**src/rtl/flow_sequencer.sv**
```systemverilog
// Program-flow sequencer: owns the PC, runs the fetch handshake, applies
// resolved flow ops from decode, and handles trap entry/return.
module flow_sequencer #(
   parameter int unsigned        ADDR_W      = 20,
   parameter logic [ADDR_W-1:0]  RESET_PC    = 20'h00000,
   parameter logic [ADDR_W-1:0]  TRAP_VECTOR = 20'h00010
) (
   input  logic              clock,
   input  logic              reset,
   output logic              fetch_req,
   output logic [ADDR_W-1:0] fetch_addr,
   input  logic              fetch_ack,
   input  logic              br_valid,
   output logic              br_ready,
   input  logic [2:0]        br_op,
   input  logic [ADDR_W-1:0] rel_addr,
   input  logic [3:0]        status_in,
   input  logic              alu_trap,
   output logic [ADDR_W-1:0] pc,
   output logic              trap_mode,
   output logic [ADDR_W-1:0] epc,
   output logic [3:0]        saved_status,
   output logic              restore_status,
   output logic              redirect,
   output logic              halted
);

   localparam logic [2:0] OpNop   = 3'd0;
   localparam logic [2:0] OpJmp   = 3'd1;
   localparam logic [2:0] OpJmpz  = 3'd2;
   localparam logic [2:0] OpJmps  = 3'd3;
   localparam logic [2:0] OpJmpzs = 3'd4;
   localparam logic [2:0] OpTrap  = 3'd5;
   localparam logic [2:0] OpRtt   = 3'd6;

   typedef enum logic [1:0] {StFetch, StExec, StHalt} state_e;

   state_e            state;
   logic [ADDR_W-1:0] pc_inc;
   logic [ADDR_W-1:0] jmp_tgt;
   logic              jmp_taken;
   logic              trap_req;
   logic              rtt_req;

   assign fetch_addr = pc;

   // Next-PC candidates and branch condition decode (all arithmetic wraps)
   always_comb begin
      pc_inc    = pc + 1'b1;
      jmp_tgt   = pc + rel_addr;
      jmp_taken = 1'b0;
      unique case (br_op)
         OpJmp:   jmp_taken = 1'b1;
         OpJmpz:  jmp_taken = status_in[0];
         OpJmps:  jmp_taken = status_in[1];
         OpJmpzs: jmp_taken = status_in[0] | status_in[1];
         default: jmp_taken = 1'b0;
      endcase
      // alu_trap overrides whatever op decode resolved
      trap_req = alu_trap || (br_op == OpTrap);
      rtt_req  = !alu_trap && (br_op == OpRtt) && trap_mode;
   end

   // Sequencer FSM with registered handshake, PC and trap-shadow state
   always_ff @(posedge clock) begin
      if (!reset) begin
         state          <= StFetch;
         pc             <= RESET_PC;
         fetch_req      <= 1'b0;
         br_ready       <= 1'b0;
         trap_mode      <= 1'b0;
         epc            <= '0;
         saved_status   <= '0;
         restore_status <= 1'b0;
         redirect       <= 1'b0;
         halted         <= 1'b0;
      end else begin
         restore_status <= 1'b0;
         redirect       <= 1'b0;
         unique case (state)
            StFetch: begin
               if (!fetch_req) begin
                  // First cycle out of reset: raise the request, ignore any ack
                  fetch_req <= 1'b1;
               end else if (fetch_ack) begin
                  fetch_req <= 1'b0;
                  br_ready  <= 1'b1;
                  state     <= StExec;
               end
            end
            StExec: begin
               if (br_valid) begin
                  br_ready <= 1'b0;
                  if (trap_req && trap_mode) begin
                     // Double trap: freeze pc/epc/saved_status and stop
                     halted <= 1'b1;
                     state  <= StHalt;
                  end else begin
                     fetch_req <= 1'b1;
                     state     <= StFetch;
                     if (trap_req) begin
                        epc          <= pc_inc;
                        saved_status <= status_in;
                        trap_mode    <= 1'b1;
                        pc           <= TRAP_VECTOR;
                        redirect     <= 1'b1;
                     end else if (rtt_req) begin
                        pc             <= epc;
                        trap_mode      <= 1'b0;
                        restore_status <= 1'b1;
                        redirect       <= 1'b1;
                     end else if (jmp_taken) begin
                        pc       <= jmp_tgt;
                        redirect <= (jmp_tgt != pc_inc);
                     end else begin
                        pc <= pc_inc;
                     end
                  end
               end
            end
            StHalt: begin
               fetch_req <= 1'b0;
               br_ready  <= 1'b0;
            end
            default: state <= StHalt;
         endcase
      end
   end

endmodule

```
**config.mk**
```make
export PLATFORM = sky130hd
export DESIGN_NAME = flow_sequencer
export DESIGN_NICKNAME = d
export VERILOG_FILES = /design/src/rtl/flow_sequencer.sv
export SDC_FILE = /design/constraint.sdc
export NUM_CORES = 1
export LEC_CHECK = 0
export ABC_CLOCK_PERIOD_IN_PS = 4000
export CAP_MARGIN = 20
export CORE_ASPECT_RATIO = 1.2
export CORE_MARGIN = 8
export CORE_UTILIZATION = 30
export CTS_CLUSTER_SIZE = 25
export DETAILED_ROUTE_END_ITERATION = 10
export PLACE_DENSITY = 0.57
export RECOVER_POWER = 100
export SLEW_MARGIN = 10
export SYNTH_ARGS = -nofsm -noshare
export SYNTH_HDL_FRONTEND = slang
export SYNTH_SLANG_ARGS = --single-unit
```
**constraint.sdc**
```tcl
create_clock -name clock -period 4 [get_ports clock]
set_input_delay 0.4 -clock clock [delete_from_list [all_inputs] [get_ports clock]]
set_output_delay 0.4 -clock clock [all_outputs]
set_load 0.005 [all_outputs]
```
# Yosys cells after proc, flatten, opt, wreduce, memory -nomap -nowiden
# Cells that the tools add are included.
[classes] order_cmp=0 n_mul=0 n_mux=24 n_addsub=2 n_reduce_logical=17 div_mod_pow=0 n_eq_ne=13 shift=0 bitwise=6
[ops] op="20-bit 2-to-1 mux" n=3
[ops] op="20-bit by 1-bit adder with 20-bit output (second input constant)" n=1
[ops] op="20-bit adder" n=1
[ops] op="20-bit inequality test" n=1
[ops] op="4-bit AND reduction" n=4
[ops] op="1-bit 2-to-1 mux" n=13
[ops] op="3-bit == test (second input constant)" n=3
[ops] op="3-bit AND reduction" n=3
[ops] op="2-bit 2-to-1 mux" n=4
[ops] op="2-bit inequality test (second input constant)" n=4
[ops] op="3-bit by 2-bit == test with 1-bit output (second input constant)" n=2
[ops] op="1-bit case mux with 3 select lines" n=2
[ops] op="2-bit case mux with 3 select lines" n=1
[ops] op="1-bit NOT" n=5
[ops] op="5-bit OR reduction" n=1
[ops] op="1-bit case mux with 4 select lines" n=1
[ops] op="4-bit OR reduction" n=1
[ops] op="3-bit by 1-bit == test with 1-bit output (second input constant)" n=1
[ops] op="1-bit logical AND" n=3
[ops] op="3-bit nonzero test" n=1
[ops] op="2-bit by 1-bit == test with 1-bit output (second input constant)" n=1
[ops] op="2-bit == test (second input constant)" n=1
[ops] op="2-bit logical NOT" n=1
[ops] op="2-bit nonzero test" n=1
[ops] op="other kinds (3)" n=3
[totals] wordCells=72 ram_bits=0 rom_bits=0 memories=0 output_inout_bits=70 latchBits=0 input_bits=32 ff_bits=52

# Depth between registers and ports, before layout
# Gate-level depths: netlist of the first run.
[logic_depth] depth_word=6 depth_mapped=11 depth_no_buf=11

# Worst setup path after synthesis of the first run
# OpenSTA, ideal clock, no wires.
[synth_timing] kind="reg-to-reg" from="reg pc[0] (netlist: fetch_addr[0])" to="reg redirect" synth_period_minus_slack_ps=2997 path_buffers=0 arrival_time_ps=2872 slack_ps=1003 setup_time_ps=125 required_ps=3875 stages_incl_launch_ff=12 path_cell_list="dfxtp_1 ha_1 fa_1 a21o_1 a221oi_2 o21ai_0 xnor2_1 xnor2_1 nand3_1 or4_1 nor4_1 a21oi_1"
[synth_between] elab_chain_cells=5 word_cells_on_any_way=6 cone_classes="2 x add/sub; 1 x eq/ne; 3 x mux"
[synth_lines] element="from (decl)" line="19" source="output logic [ADDR_W-1:0] pc,"
[synth_lines] element="from (signal assigned)" line="108" source="pc <= epc;"
[synth_lines] element="from (signal assigned)" line="113" source="pc <= jmp_tgt;"
[synth_lines] element="from (signal assigned)" line="116" source="pc <= pc_inc;"
[synth_lines] element="20-bit adder / 20-bit by 1-bit adder with 20-bit output (equally long branches)" line="50, 49"
[synth_lines] element="20-bit inequality test *" line="114" source="redirect <= (jmp_tgt != pc_inc);"
[synth_lines] element="1-bit 2-to-1 mux *" line="112" source="end else if (jmp_taken) begin"
[synth_lines] element="1-bit 2-to-1 mux *" line="107" source="end else if (rtt_req) begin"
[synth_lines] element="1-bit 2-to-1 mux *" line="101" source="if (trap_req) begin"
[synth_lines] element="to (signal assigned)" line="114"
[synth_lines] element="to (decl)" line="24" source="output logic redirect,"
# Every way passes the cells marked *; elsewhere a longest branch is shown, timed or not.
# A chain may end at the register's enable or synchronous reset.

# Final worst setup path of the first run
[layout_timing] from="in rel_addr[0]" to="reg redirect"
[layout_between] elab_chain_cells=5
[layout_lines] element="from (decl)" line="16" source="input logic [ADDR_W-1:0] rel_addr,"
[layout_lines] element="20-bit adder" line="50" source="jmp_tgt = pc + rel_addr;"
[layout_lines] element="20-bit inequality test" line="114"
[layout_lines] element="1-bit 2-to-1 mux" line="112"
[layout_lines] element="1-bit 2-to-1 mux" line="107"
[layout_lines] element="1-bit 2-to-1 mux" line="101"
# No other way between the ends.

==> results of run 1 <==
-- critical path, stage by stage --
cell           delay, ps
dlygate4sd3_1        540
ha_1                 210
fa_1                 400
a21o_1               200
a221oi_2             440
o21bai_1             270
xnor2_1              280
xnor2_1              150
nand3_1               90
or4_1                530
nor4_1               170
a21oi_1              100
-- cells in the final DEF, fill, tap and decap left out, types with 4 or more instances in the layout --
master and instances:
a21boi_0 11, nand3_1 16, clkbuf_1 6, o211ai_1 15, ha_1 25, nor2_1 37
clkbuf_16 5, nor3_1 7, nor2b_1 5, a21oi_1 26, o21a_1 4, nor4_1 5
nand2_1 84, xor2_1 22, a211oi_1 5, dfxtp_1 52, and3_1 5, o211a_1 19
a31oi_1 6, clkdlybuf4s50_1 31, a22oi_1 4, inv_1 8, dlygate4sd3_1 70, xnor2_1 33
nand4_1 4, o21ai_0 29, a21o_1 9
-- flip-flops by register name, indices dropped and copies added, names as in the netlist --
signal          cells
br_ready            1
epc                20
fetch_addr         20
fetch_req           1
halted              1
redirect            1
restore_status      1
saved_status        4
state               2
trap_mode           1
-- cell type report --
type	count	area share, %
clock buffers	5	2.383
repair buffers	110	20.11
diodes	1	0.04765
flip-flops and latches	52	19.82
well taps	171	4.074
inverters	8	0.5718
multi-input cells	413	52.59
clock inverters	3	0.4051
-- kinds of logic (layout without fill, tap and decap cells) --
group                    count (synthesis)  in the layout  synth area share (%)
adder cells (fa/ha/maj)                 26             26                 8.120
flip-flops                              52             52                 25.40
other                                    0              1                     0
XOR/XNOR                                57             57                 12.85
buffers and inverters                   50            126                 6.624
AND/OR/NAND/NOR                        183            183                 20.60
multiplexers                             3              3                0.7631
AO/OA/AOI/OAI                          144            144                 25.64
-- per-layer routing --
metal  track usage (%)  vias to the layer above  routed length, um  part of all wire (%)
met1             17.48                     1874               5440                    42
met3             3.086                       11                940                   7.2
met2             25.31                      126               6540                    50
met5                 0                        -                  0                     0
li1                  -                     1969                  -                     -
met4             2.892                        0                116                  0.89
-- report_power, final --
group	switching [mW]	leakage, nW	total (mW)	internal [mW]
logic	0.264	1.85	0.509	0.245
clock network	0.210	0.0702	0.444	0.234
registers	0.0447	0.421	0.611	0.566
total	0.518	2.34	1.56	1.05
-- stage by stage --
step           power [mW]  cell area, sq um  setup slack [ps]  utilization [%]
2_1_floorplan      0.9376              4099              1003                -
3_3_place_gp        1.149              5152             341.0            37.93
3_5_place_dp        1.158              5152             312.8            37.93
4_1_cts             1.606              5299             574.2            39.01
5_1_grt             1.658              5249             205.1            38.64
6_report            1.564              5251             389.5            38.66
-- path summary, 6_finish.rpt --
path | start | end | slack, ps | cells after the start
setup / recovery | rel_addr[0] | redirect | 390 | 12
hold / removal | saved_status[1] | saved_status[1] | 460 | 2
setup reg to reg | fetch_addr[1] | redirect | 530 | 10
hold reg to reg | saved_status[1] | saved_status[1] | 460 | 2
-- cells in the mapped netlist (all sizes together), types with 4 or more instances --
| library cell | instances | area [sq um] |
|---|---|---|
| clkbuf | 19 | 71.32 |
| nor4 | 5 | 31.28 |
| a21o | 9 | 67.56 |
| o211ai | 16 | 133.9 |
| nor2b | 5 | 31.28 |
| nand3 | 17 | 95.09 |
| nor3 | 7 | 35.03 |
| ha | 25 | 312.8 |
| nor2 | 39 | 153.9 |
| xnor2 | 33 | 289.0 |
| a21oi | 26 | 130.1 |
| and2 | 4 | 25.02 |
| buf | 23 | 170.1 |
| xor2 | 22 | 192.7 |
| nand2 | 84 | 315.3 |
| and3 | 5 | 31.28 |
| a22oi | 4 | 30.03 |
| a31oi | 6 | 52.55 |
| dfxtp | 52 | 1041 |
| inv | 8 | 30.03 |
| o21ai | 31 | 158.9 |
| nand4 | 4 | 25.02 |
| o211a | 19 | 190.2 |
| o21a | 4 | 30.03 |
| a211oi | 5 | 37.54 |
| a21boi | 11 | 82.58 |
==> summary.md, run 1 <==
| Metric | Value |
|---|---|
| FF/Latch Area | 1041 sq um |
| Register area share after synthesis | 25.40% |
| Final setup skew | 5.141 ps |
| Worst Tran Pin Value | 1896 ps |
| Predominant post-synthesis flop cell | dfxtp_1 |
| Top-level I/O count | 102 |
| Post-detailed-placement half-perimeter wirelength | 9910 um |
| Global-route wire length before repair | 20,380 um |
| Violated checks | max-capacitance violations, max-slew violations |
| Core area | 13,580 sq um |
| Clk buf depth | 2 |
| Critical path required time | 4170 ps |
| Maximum level of the CTS H-tree | 2 |
| Worst-path fanout max | 4 |
| Standard-cell rows | 47 |
| Number of non-filler instances in the completed layout | 763 |
| Hold/Removal Path Class | reg -> reg |
| Number of global-route vias before repair | 3,809 |
| Syn Std Cell Area | 4099 sq um |
| CTS sink count | 52 |
| Drt first-iter violations | 219 |
| Average wire length per cell after detail routing | 17.09 um |
| Cells after synthesis | 515 |
| Number of enable flip-flop cells after synthesis | 0 |
| Worst hold slack | 462.5 ps |
| Clock-pin slew on the worst setup and hold paths | 70 ps |
| Largest net degree at the start of global routing | 41 |
| Setup repair after global routing missed its margin | false |
| Type of element launching the critical path | primary input |
| Max capacitance violation total | 1 |
| Final worst-path cycle share | 90.26% |
| Syn_area_per_cell | 7.959 sq um |
| Area added between synthesis and finish | 28.11% |
| Number of distinct standard cells referenced by the synthesized netlist | 58 |
| Run status | finished, violations left |
| Die area | 17,680 sq um |
| CTS resizes | 0 |
| Pwr Density | 297.8 nW/um^2 |
| Top achievable clock speed | 0.2770 GHz |
| Post-Syn Nets | 573 |
| Via/cell ratio | 5.216 |
| CTS tree | built |
| Clock latency at the later pin of the worst-skew pair | 290 ps |
| Effective utilization at floorplan | 30.17% |
| Total vias in the final route | 3,980 |
| Synth async-reset ratio | 0% |
| Worst Path Class, Setup | in -> reg |
| Leakage power summed over all cells | 2.344 nW |
| Total area of multi-input combinational cells | 2761 sq um |
| Shortest clock period the worst path allows after layout | 3611 ps |
| Post-CTS Setup Bufs | 0 |
| Final setup violating endpoints | 0 |
| Global placer's final weighted congestion | 0.8979 |
| Tot GR Track Use | 14.38% |
| DRT Wirelength | 13,040 um |
| Post-route ant nets | 0 |
| Global-route congestion overflow total | 0 |
| Headroom to the max-slew limit | -26.41% |
| Total count of hold-check failures in the final report | 0 |
| Share of final-layout standard cells stronger than drive strength 1 | 3.215% |
| Setup TNS | 0 ps |
| #FFs+latches synth | 52 |
| Count of TritonRoute iterations in the first routing pass | 5 |
| Warning count from the yosys run | 0 |
| PortBufs | 101 |
| Num CTS Buffers | 5 |
| Initial antenna violation count | 0 |
| Clock root cell | clkbuf_16 |
| Data arrival, critical path | 3780 ps |
| Nets | 648 |
| Final Max Slew Viols | 41 |
| Worst Setup End Kind | flop |
| Die Wd | 122.7 um |
| Worst vdd rail ir drop | 0.0001820 V |
| Number of placed instances with taps included | 754 |
| CTS Hold Bufs | 0 |
| Die outline height | 144.0 um |
| Residual DRC count | 0 |
| Filler cell count | 1,410 |
No activity file was read; power rests on OpenSTA's default activity.
==> run 2: changes to the inputs <==
--- a/config.mk
+++ b/config.mk
@@ -9,10 +9,11 @@
 export CAP_MARGIN = 20
 export CORE_ASPECT_RATIO = 1.2
 export CORE_MARGIN = 8
-export CORE_UTILIZATION = 30
+export CORE_UTILIZATION = 50
+export CTS_BUF_LIST = sky130_fd_sc_hd__clkbuf_16
 export CTS_CLUSTER_SIZE = 25
 export DETAILED_ROUTE_END_ITERATION = 10
-export PLACE_DENSITY = 0.57
+export PLACE_DENSITY = 0.85
 export RECOVER_POWER = 100
 export SLEW_MARGIN = 10
 export SYNTH_ARGS = -nofsm -noshare
==> summary.md, run 2 (same netlist as run 1, synthesis figures left out) <==
| Metric | Value |
|---|---|
| Worst Path Class, Setup | in -> reg |
| Worst-path fanout max | 4 |
| Clock root cell | clkbuf_16 |
| Nets | 648 |
| Switching part of the total power | 33.23% |
| Critical path required time | 4180 ps |
| Top-level I/O count | 102 |
| Headroom to the max-slew limit | -10.62% |
| Number of global-route vias before repair | 4,008 |
| PortBufs | 101 |
| Setup slack of the most critical reg-to-reg path | 370 ps |
| DRT Wirelength | 12,100 um |
| Number of instances on the worst hold path | 1 |
| Clock latency at the later pin of the worst-skew pair | 300 ps |
| Clk buf depth | 2 |
| Area added between synthesis and finish | 26.10% |
| Share of power burned in registers | 38.8% |
| Hold Path End | halted |
| Violated checks | max-capacitance violations, max-slew violations |
| Global-route wire length before repair | 19,260 um |
| Hold/Removal Path Class | reg -> reg |
| Count of TritonRoute iterations in the first routing pass | 5 |
| Effective utilization at floorplan | 50.84% |
| Pwr Density | 304.1 nW/um^2 |
| Worst Tran Pin Value | 1659 ps |
| Standard-cell rows | 36 |
| Placed standard-cell area | 5057 sq um |
| Largest net degree at the start of global routing | 37 |
| Worst Setup End Kind | flop |
| Die area | 11,360 sq um |
| Tot GR Track Use | 20.76% |
| Num CTS Buffers | 5 |
| Setup repair after global routing missed its margin | false |
| Share of final-layout standard cells stronger than drive strength 1 | 3.723% |
| Final setup skew | 8.020 ps |
| Core area | 8063 sq um |
| Non-Filler Cell Area, Final | 5169 sq um |
| Worst R2R End | redirect |
| Number of antenna repair diodes | 0 |
| Cell-internal power | 1.049 mW |
| Post-route ant nets | 0 |
| Hold Path Origin | halted |
| Initial antenna violation count | 0 |
| Global-route congestion overflow total | 0 |
| Shortest clock period the worst path allows after layout | 3652 ps |
| Cell repeated most along the worst path | xnor2_1 |
| CTS tree | built |
| Relative contribution of the clock network to total power | 29.0% |
| Drt first-iter violations | 174 |
| Run status | finished, violations left |
| Die outline height | 115.2 um |
| Leading cell type in the layout, fill and taps excluded | nand2_1 |
| Worst-path cell chain | dlygate4sd3_1 -> ha_1 -> fa_1 -> a21o_1 -> a221oi_2 -> o21bai_1 -> xnor2_1 -> xnor2_1 -> nand3_1 -> or4_1 -> nor4_1 -> a21oi_1 |
| Data arrival, critical path | 3830 ps |
| Cell with the largest stage delay on the worst path | dlygate4sd3_1 |
| Filler cell count | 676 |
| Worst vdd rail ir drop | 0.0002907 V |
| Final worst-path cycle share | 91.31% |
| Max capacitance violation total | 1 |
| Most used cells in the layout excluding fill and tap cells | 84 x nand2_1, 71 x dlygate4sd3_1, 52 x dfxtp_1 |
| Total vias in the final route | 4,053 |
| Average wire length per cell after detail routing | 17.64 um |
| Reg2Reg Depth | 11 |
| Relative contribution of combinational cells to total power | 32.2% |
| Top achievable clock speed | 0.2738 GHz |
| Total count of hold-check failures in the final report | 0 |
| Net switching power of the design | 522.4 uW |
| CTS Hold Bufs | 0 |
| Maximum level of the CTS H-tree | 2 |
| Via/cell ratio | 5.908 |
| Leakage power summed over all cells | 2.360 nW |
| Clock-pin slew on the worst setup and hold paths | 80 ps |
| Residual DRC count | 0 |
| Post-CTS Setup Bufs | 0 |
| Setup TNS | 0 ps |
| Die Wd | 98.66 um |
| Worst r2r src | fetch_addr[2] |
| Longest individual stage delay on the worst path | 540 ps |
| CTS sink count | 52 |
| Final setup violating endpoints | 0 |
| Type of element launching the critical path | primary input |
| Post-detailed-placement half-perimeter wirelength | 9047 um |
| Global placer's final weighted congestion | 0.8844 |
| Final Max Slew Viols | 37 |
| CTS resizes | 0 |
-- run 2: cell count changes in the layout (fill, tap and decap cells not counted), moves of 2 or more --
| cell | delta |
|---|---|
| buf_4 | +2 |
| clkbuf_1 | -2 |
| o21ai_0 | +2 |
| clkinv_4 | +2 |
-- run 2: worst max path at each step --
stage | startpoint | to | slack [ps] | depth (start not counted)
floorplan | fetch_addr[0] | redirect | 1000 | 11
global placement | rel_addr[0] | redirect | 360 | 12
detailed placement | rel_addr[0] | redirect | 270 | 12
CTS | rel_addr[0] | redirect | 530 | 12
global route | rel_addr[0] | redirect | 200 | 12
finish | rel_addr[0] | redirect | 350 | 12
-- run 2: stage by stage --
stage	hold WS [ps]	util (%)	setup WS [ps]	power, mW	cells
detailed placement	456.5	62.72	273.3	1.148	678
global placement	449.0	62.72	360.8	1.132	678
floorplan	460.0	-	1003	0.9376	515
global route	481.0	64.11	203.5	1.650	686
CTS	475.6	64.60	533.6	1.600	686
finish	466.9	64.11	347.7	1.572	686
-- run 2: worst max-delay path, delay by kind of cell --
| kind | cells | cell delay, ps |
|---|---|---|
| buf+inv | 1 | 540 |
| simple gates | 3 | 810 |
| xor+xnor | 2 | 380 |
| compound gates | 4 | 1070 |
| fa+ha+maj | 2 | 620 |
-- run 2: per-layer routing --
metal	part of all wire, %	vias to the layer above	routed length (um)	global-route usage, %
met1	41	1913	4982	23.35
met2	50	153	6062	36.98
met3	6.3	28	764	4.543
met4	2.4	0	293	8.923
li1	-	1959	-	-
met5	0	-	0	0
-- run 2: power by group through the flow --
| stage | logic [mW] | registers (mW) | clock network, mW |
|---|---|---|---|
| 6_report | 0.507 | 0.610 | 0.455 |
| 5_1_grt | 0.560 | 0.617 | 0.474 |
| 4_1_cts | 0.528 | 0.612 | 0.460 |
| 3_5_place_dp | 0.525 | 0.623 | 0 |
| 3_3_place_gp | 0.512 | 0.620 | 0 |
| 2_1_floorplan | 0.316 | 0.621 | 0 |
-- run 2: layout make-up --
class                      count  area, sq um  area share [%]
inverter                       8        30.03          0.5810
clock buffer                   5        125.1           2.421
timing repair buffer         110         1064           20.58
clock inverter                 3        26.28          0.5084
tap                           95        118.9           2.300
multi-input combinational    413         2764           53.47
sequential                    52         1041           20.14
